<file path="src/rtl/fp_normalize_stage.sv">
// fp_normalize_stage
//   Post-add normalisation stage of the 32-bit FP adder. It holds each raw
//   sum from the mantissa adder in S1 and presents it to an external leading
//   zero detector. It then normalises the mantissa, adjusts the exponent and
//   registers the result in S2 for the pack/round stage.
//
// Ports
//   clk, rst              rising-edge clock, synchronous active-high reset
//   in_valid/in_ready     input handshake; in_ready is combinational
//   in_mant/exp/sign      raw sum (bit MANT_W = carry), biased exponent, sign
//   lzd_num/lzd_enable    S1 mantissa to the LZD, enable only when no carry
//   lzd_count             leading-zero count returned by the LZD
//   out_valid/out_ready   output handshake; out_* are held while stalled
//   out_mant/exp/sign     normalised result
//   out_guard             bit dropped by a carry right shift
//   out_zero/ovf/unf      zero, overflow-to-infinity, underflow flags
//
// Build option
//   FP_NORM_DENORM_EN     when defined, underflow produces a denormal instead
//                         of flushing to zero.

module fp_normalize_stage #(
    parameter int MANT_W = 24,
    parameter int EXP_W  = 8,
    parameter int CNT_W  = 8
) (
    input  logic              clk,
    input  logic              rst,
    input  logic              in_valid,
    output logic              in_ready,
    input  logic [MANT_W:0]   in_mant,
    input  logic [EXP_W-1:0]  in_exp,
    input  logic              in_sign,
    output logic [MANT_W-1:0] lzd_num,
    output logic              lzd_enable,
    input  logic [CNT_W-1:0]  lzd_count,
    output logic              out_valid,
    input  logic              out_ready,
    output logic [MANT_W-1:0] out_mant,
    output logic [EXP_W-1:0]  out_exp,
    output logic              out_sign,
    output logic              out_guard,
    output logic              out_zero,
    output logic              out_ovf,
    output logic              out_unf
);

    localparam int XW = EXP_W + 1;
    localparam logic [EXP_W-1:0] EXP_MAX = '1;

    logic              s1_valid;
    logic [MANT_W:0]   s1_mant;
    logic [EXP_W-1:0]  s1_exp;
    logic              s1_sign;

    logic              adv1, adv2;

    logic [XW-1:0]     c_sat;
    logic [XW-1:0]     exp_x, exp_inc, exp_sub;
    logic [MANT_W-1:0] n_mant;
    logic [EXP_W-1:0]  n_exp;
    logic              n_sign, n_guard, n_zero, n_ovf, n_unf;
`ifdef FP_NORM_DENORM_EN
    logic [XW-1:0]     den_sh;
`endif

    assign adv2     = ~out_valid | out_ready;
    assign adv1     = ~s1_valid | adv2;
    assign in_ready = adv1;

    assign lzd_num    = s1_mant[MANT_W-1:0];
    assign lzd_enable = s1_valid & ~s1_mant[MANT_W];

    // The LZD may report more than MANT_W; anything beyond is meaningless.
    always_comb begin
        if (lzd_count > CNT_W'(MANT_W))
            c_sat = XW'(MANT_W);
        else
            c_sat = XW'(lzd_count);
    end

    // Normalisation rules, highest priority first. Exponent math is one bit
    // wider than the field so subtraction and increment never wrap.
    always_comb begin
        exp_x   = {1'b0, s1_exp};
        exp_inc = exp_x + XW'(1);
        exp_sub = exp_x - c_sat;
        n_mant  = s1_mant[MANT_W-1:0];
        n_exp   = s1_exp;
        n_sign  = s1_sign;
        n_guard = 1'b0;
        n_zero  = 1'b0;
        n_ovf   = 1'b0;
        n_unf   = 1'b0;
`ifdef FP_NORM_DENORM_EN
        den_sh  = '0;
`endif
        if (s1_exp == EXP_MAX) begin
            // Inf/NaN: pass through untouched
        end else if (s1_mant[MANT_W]) begin
            if (exp_inc == {1'b0, EXP_MAX}) begin
                n_mant = '0;
                n_exp  = EXP_MAX;
                n_ovf  = 1'b1;
            end else begin
                n_mant  = s1_mant[MANT_W:1];
                n_guard = s1_mant[0];
                n_exp   = exp_inc[EXP_W-1:0];
            end
        end else if (s1_mant == '0) begin
            n_mant = '0;
            n_exp  = '0;
            n_sign = 1'b0;
            n_zero = 1'b1;
        end else if (exp_x > c_sat) begin
            n_mant = s1_mant[MANT_W-1:0] << c_sat;
            n_exp  = exp_sub[EXP_W-1:0];
        end else begin
`ifdef FP_NORM_DENORM_EN
            den_sh = (exp_x == '0) ? '0 : exp_x - XW'(1);
            n_mant = s1_mant[MANT_W-1:0] << den_sh;
            n_exp  = '0;
            n_unf  = 1'b1;
            n_zero = (n_mant == '0);
`else
            n_mant = '0;
            n_exp  = '0;
            n_zero = 1'b1;
            n_unf  = 1'b1;
`endif
        end
    end

    always_ff @(posedge clk) begin
        if (rst) begin
            s1_valid  <= 1'b0;
            s1_mant   <= '0;
            s1_exp    <= '0;
            s1_sign   <= 1'b0;
            out_valid <= 1'b0;
            out_mant  <= '0;
            out_exp   <= '0;
            out_sign  <= 1'b0;
            out_guard <= 1'b0;
            out_zero  <= 1'b0;
            out_ovf   <= 1'b0;
            out_unf   <= 1'b0;
        end else begin
            if (adv1) begin
                s1_valid <= in_valid;
                if (in_valid) begin
                    s1_mant <= in_mant;
                    s1_exp  <= in_exp;
                    s1_sign <= in_sign;
                end
            end
            if (adv2) begin
                out_valid <= s1_valid;
                if (s1_valid) begin
                    out_mant  <= n_mant;
                    out_exp   <= n_exp;
                    out_sign  <= n_sign;
                    out_guard <= n_guard;
                    out_zero  <= n_zero;
                    out_ovf   <= n_ovf;
                    out_unf   <= n_unf;
                end
            end
        end
    end

endmodule

</file>
<file path="config.mk">
export PLATFORM = sky130hd
export DESIGN_NAME = fp_normalize_stage
export DESIGN_NICKNAME = d
export VERILOG_FILES = /design/src/rtl/fp_normalize_stage.sv
export SDC_FILE = /design/constraint.sdc
export NUM_CORES = 1
export LEC_CHECK = 0
export ABC_CLOCK_PERIOD_IN_PS = 4400
export BUFFER_PORTS_ARGS = -buffer_cell sky130_fd_sc_hd__buf_2
export CAP_MARGIN = 10
export CORE_MARGIN = 4
export CORE_UTILIZATION = 30
export CTS_CLUSTER_DIAMETER = 50
export DETAILED_ROUTE_END_ITERATION = 6
export SLEW_MARGIN = 25
export SYNTH_ARGS = -nofsm -noshare
export SYNTH_HDL_FRONTEND = slang
export SYNTH_SLANG_ARGS = --single-unit
</file>
<file path="constraint.sdc">
create_clock -name clk -period 4.4 [get_ports clk]
set_input_delay 1.1 -clock clk [delete_from_list [all_inputs] [get_ports clk]]
set_output_delay 1.1 -clock clk [all_outputs]
set_load 0.005 [all_outputs]
</file>
==> results.tsv <==
stage	metric	value	unit
run_status	status	finished clean	
setup_path	Crit. End Element	flop	
yosys	post-synthesis mux area share	4.753	%
setup_path	crit path DAT	3.88	ns
yosys	flop and latch count out of synthesis	73	
floorplanning	die area	19450	µm²
detailed_routing	1st-pass router iterations	6	
power_and_ir_drop	LEAKAGE	0.002452	µW
detailed_routing	vias per cell	5.593	
yosys	Synth Area in Compound Gates	28.35	%
setup_path	r2r startpoint	s1_exp[1]	
final_layout	Finished Cell Area	6090	µm²
sta	Final WS setup	0.7474	ns
detailed_routing	post-route ant nets	0	
yosys	post-synthesis adder-cell area fraction	2.750	%
yosys	fraction of registers with async set/reset	0	%
setup_path	required time of the critical path	4.63	ns
setup_path	worst reg2reg endpoint	out_mant[4]	
clock_tree	root buf cell	clkbuf_16	
yosys	main combinational cell family by area after synthesis	compound AO/OA/AOI/OAI gates	
min_path	HP Start	out_sign	
floorplanning	row count	47	
clock_tree	CTS Sinks	73	
clock_tree	Num CTS Buffers	9	
global_routing	initial antenna violation count	0	
floorplanning	Initial Util	30.94	%
global_routing	GRT Total Usage	19.78	%
setup_path	crit start category	input pin	
sta	Tcrit/Tclk final	83.01	%
sta	Final Max Tran Viols	0	
setup_path	r2r setup slk	1.61	ns
yosys	EDFF count, synth	0	
sta	Worst Max-Slew Pin Slew	0.9433	ns
setup_path	CP max stage cell	a2111oi_4	
place	Setup WS pre-CTS	0.3979	ns
yosys	Synth Area in Simple Gates	24.54	%
final_layout	synthesis-to-layout area growth	17.42	%
place	port bufs	109	
sta	Setup TNS	0	ns
floorplanning	Die W	139.5	µm
yosys	XOR/XNOR Fraction of Synth Area	2.027	%
final_layout	Ant. Diodes	0	
min_path	Hold WC Path Type	reg -> reg	
place	DP Wirelength	14500	µm
sta	Max Clk Rate	0.2738	GHz
global_routing	first-pass GRT wire length	30900	µm
sta	final hold violations	0	
clock_tree	hold buffer count at CTS	0	
setup_path	WP buf/inv	2	
detailed_routing	vias	5615	
setup_path	CP top delay family	compound AO/OA/AOI/OAI gates	
setup_path	Max FO, Critical Path	6	
setup_path	slowest cell delay on critical path	0.44	ns
yosys	Cell variety after synth	69	
run	max-cap violations	0	
setup_path	WS Path Type	in -> reg	
clock_tree	clk slew on worst S/H paths	0.06	ns
final_layout	Final #Nets	835	
clock_tree	Clock Latency Late Sink	0.35	ns
min_path	Hold EP	out_sign	
clock_tree	H-tree depth reported by CTS	3	
detailed_routing	met1 wire length	9362	µm
detailed_routing	drc violations	0	
place	RD Place Congestion	0.9567	
yosys	Post-Syn Instances	720	
global_routing	number of global-route vias before repair	5197	
sta	Clock Skew	0.009948	ns
clock_tree	cts repair resizes	0	
clock_tree	clock tree buffer depth	2	
final_layout	share of cells above drive strength 1	22.19	%
sta	Setup-failing EPs final	0	
global_routing	GR Overflow Total	0	
place	Post-DP Area	5762	µm²
clock_tree	Post-CTS Setup Inserts	0	
detailed_routing	wire length on met3	1610	µm
sta	relative slew slack	37.11	%
setup_path	worst r2r path cells	9	
detailed_routing	routed wl met2	8198	µm
detailed_routing	Initial DRC Count	683	
clock_tree	TritonCTS clock tree	built	
power_and_ir_drop	maximum VDD drop	169.8	µV
floorplanning	Core Region	16760	µm²
floorplanning	Die H	139.5	µm
yosys	sequential cell area fraction in the yosys report	28.18	%
sta	Tmin final	3.653	ns
yosys	synthesized area	5186	µm²
floorplanning	# IOs	110	
detailed_routing	final wirelength	19620	µm
detailed_routing	mean routed wirelength per cell	19.54	µm
yosys	top_reg_cell synth	dfxtp_1	
sta	RSZ-0062 raised after global routing	no	
power_and_ir_drop	PD cells	313.2	nW/µm²
setup_path	Cell Chain, Critical Path	buf_2 > a2111oi_4 > and2_1 > inv_1 > ha_1 > a21oi_1 > a221o_1 > nand3_1 > nand3_2 > nor3_2 > a221oi_1 > a2111oi_0	
yosys	Mean Syn Cell Area	7.203	µm²
min_path	Worst Hold Depth	2	
yosys	Synth warnings	0	
detailed_routing	Max Used Layer	met4	
global_routing	largest net degree at the start of global routing	50	
==> state kept, by name, indices dropped and copies added (netlist names) <==
name and count:
out_exp 8, out_guard 1, out_mant 24, out_ovf 1, out_sign 1, out_unf 1
out_valid 1, out_zero 1, s1_exp 8, s1_mant 25, s1_sign 1, s1_valid 1
==> report_power, final <==
group | leakage [µW] | internal [µW] | total [µW] | switching (µW)
combinational | 0.00170 | 135 | 335 | 200
sequential | 0.000600 | 698 | 761 | 62.8
clock | 0.000155 | 513 | 812 | 299
total | 0.00245 | 1340 | 1910 | 563
==> worst register-to-register path, stage by stage, from the launching register on <==
cell	delay, ns
dfxtp_1	0.58
ha_1	0.41
nand2_1	0.14
or3_1	0.33
a211oi_1	0.23
buf_4	0.20
nor2_1	0.05
buf_4	0.20
a221oi_1	0.41
nor4_1	0.08
==> cell type report <==
cell class / count / area, µm²
flip-flops and latches: 73 / 1461
inverters: 17 / 63.81
multi-input cells: 549 / 3266
clock buffers: 10 / 239.0
fillers: 1806 / 10670
well taps: 220 / 275.3
clock inverters: 6 / 88.84
repair buffers: 129 / 695.7
==> synth_stat cells, types with 3 or more instances <==
cell type,n,share of area [%]
o211ai_1,3,0.43
o21ai_0,39,3.8
xnor2_1,8,1.4
nand3_1,21,2.0
nor2b_1,6,0.72
o31ai_1,3,0.43
a21oi_1,77,7.4
a211oi_1,6,0.87
o32ai_1,3,0.51
buf_2,9,0.87
mux2i_1,10,1.9
a22o_1,5,0.84
nand2_1,107,7.7
nand2b_1,5,0.60
a31oi_1,10,1.2
or3_1,3,0.36
buf_4,26,3.8
mux2_2,13,2.8
a22oi_1,6,0.87
a221oi_1,21,3.5
xor2_1,4,0.68
a32oi_1,4,0.68
dfxtp_1,73,28
clkbuf_1,44,3.2
a2111oi_0,5,0.84
nor4_1,14,1.7
buf_1,4,0.29
and4_1,3,0.51
nor3_1,16,1.5
o2bb2ai_1,6,1.0
o22ai_1,7,0.84
nand4_1,6,0.72
inv_1,16,1.2
and2_1,7,0.84
ha_1,9,2.2
nor2_1,77,5.6
o221ai_1,3,0.51
==> worst max path at each step <==
stage                            start      endpoint  slack [ns]  cells after the start
after detailed placement  lzd_count[4]  out_mant[12]        0.40                     13
final                     lzd_count[4]   out_mant[9]        0.75                     12
after floorplan           lzd_count[4]   out_mant[0]        0.36                     15
after global routing      lzd_count[4]  out_mant[22]        0.40                     12
after CTS                 lzd_count[4]  out_mant[11]        0.77                     13
after global placement    lzd_count[4]    out_exp[0]        0.45                     12
==> layer usage <==
layer  track usage, %  up-vias
met1            29.57     2587
li1                 -     2714
met5                0        -
met4            6.643        0
met3            3.774       36
met2            28.27      278
==> kinds of logic after synthesis <==
logic type | after synthesis
AO/OA/AOI/OAI | 222
XOR/XNOR | 12
adder cells (fa/ha/maj) | 11
buffers and inverters | 100
flip-flops | 73
multiplexers | 23
other | 1
AND/OR/NAND/NOR | 278
==> layout by cell type (no fill, tap or decap), drive strengths merged, types with 4 or more instances in the layout <==
| cell | instances |
|---|---|
| a2111oi | 7 |
| a211oi | 6 |
| a21oi | 77 |
| a221oi | 23 |
| a22o | 5 |
| a22oi | 6 |
| a31oi | 10 |
| a32oi | 4 |
| and2 | 7 |
| buf | 129 |
| clkbuf | 10 |
| dfxtp | 73 |
| ha | 9 |
| inv | 18 |
| mux2 | 13 |
| mux2i | 10 |
| nand2 | 107 |
| nand2b | 5 |
| nand3 | 22 |
| nand4 | 6 |
| nor2 | 78 |
| nor2b | 6 |
| nor3 | 18 |
| nor4 | 15 |
| o21ai | 40 |
| o22ai | 7 |
| o2bb2ai | 6 |
| xnor2 | 8 |
| xor2 | 4 |
==> per-stage QoR <==
step                      hold WS (ns)  total power (µW)  utilization (%)  cells
after floorplan                 0.4368             977.9                -    722
after global placement          0.4377              1106            34.36    988
after detailed placement        0.4401              1104            34.38    988
after CTS                       0.4484              1916            36.33   1004
after global routing            0.4721              1994            36.33   1004
final                           0.4475              1907            36.33   1004
No activity file was read; power rests on OpenSTA's default activity.
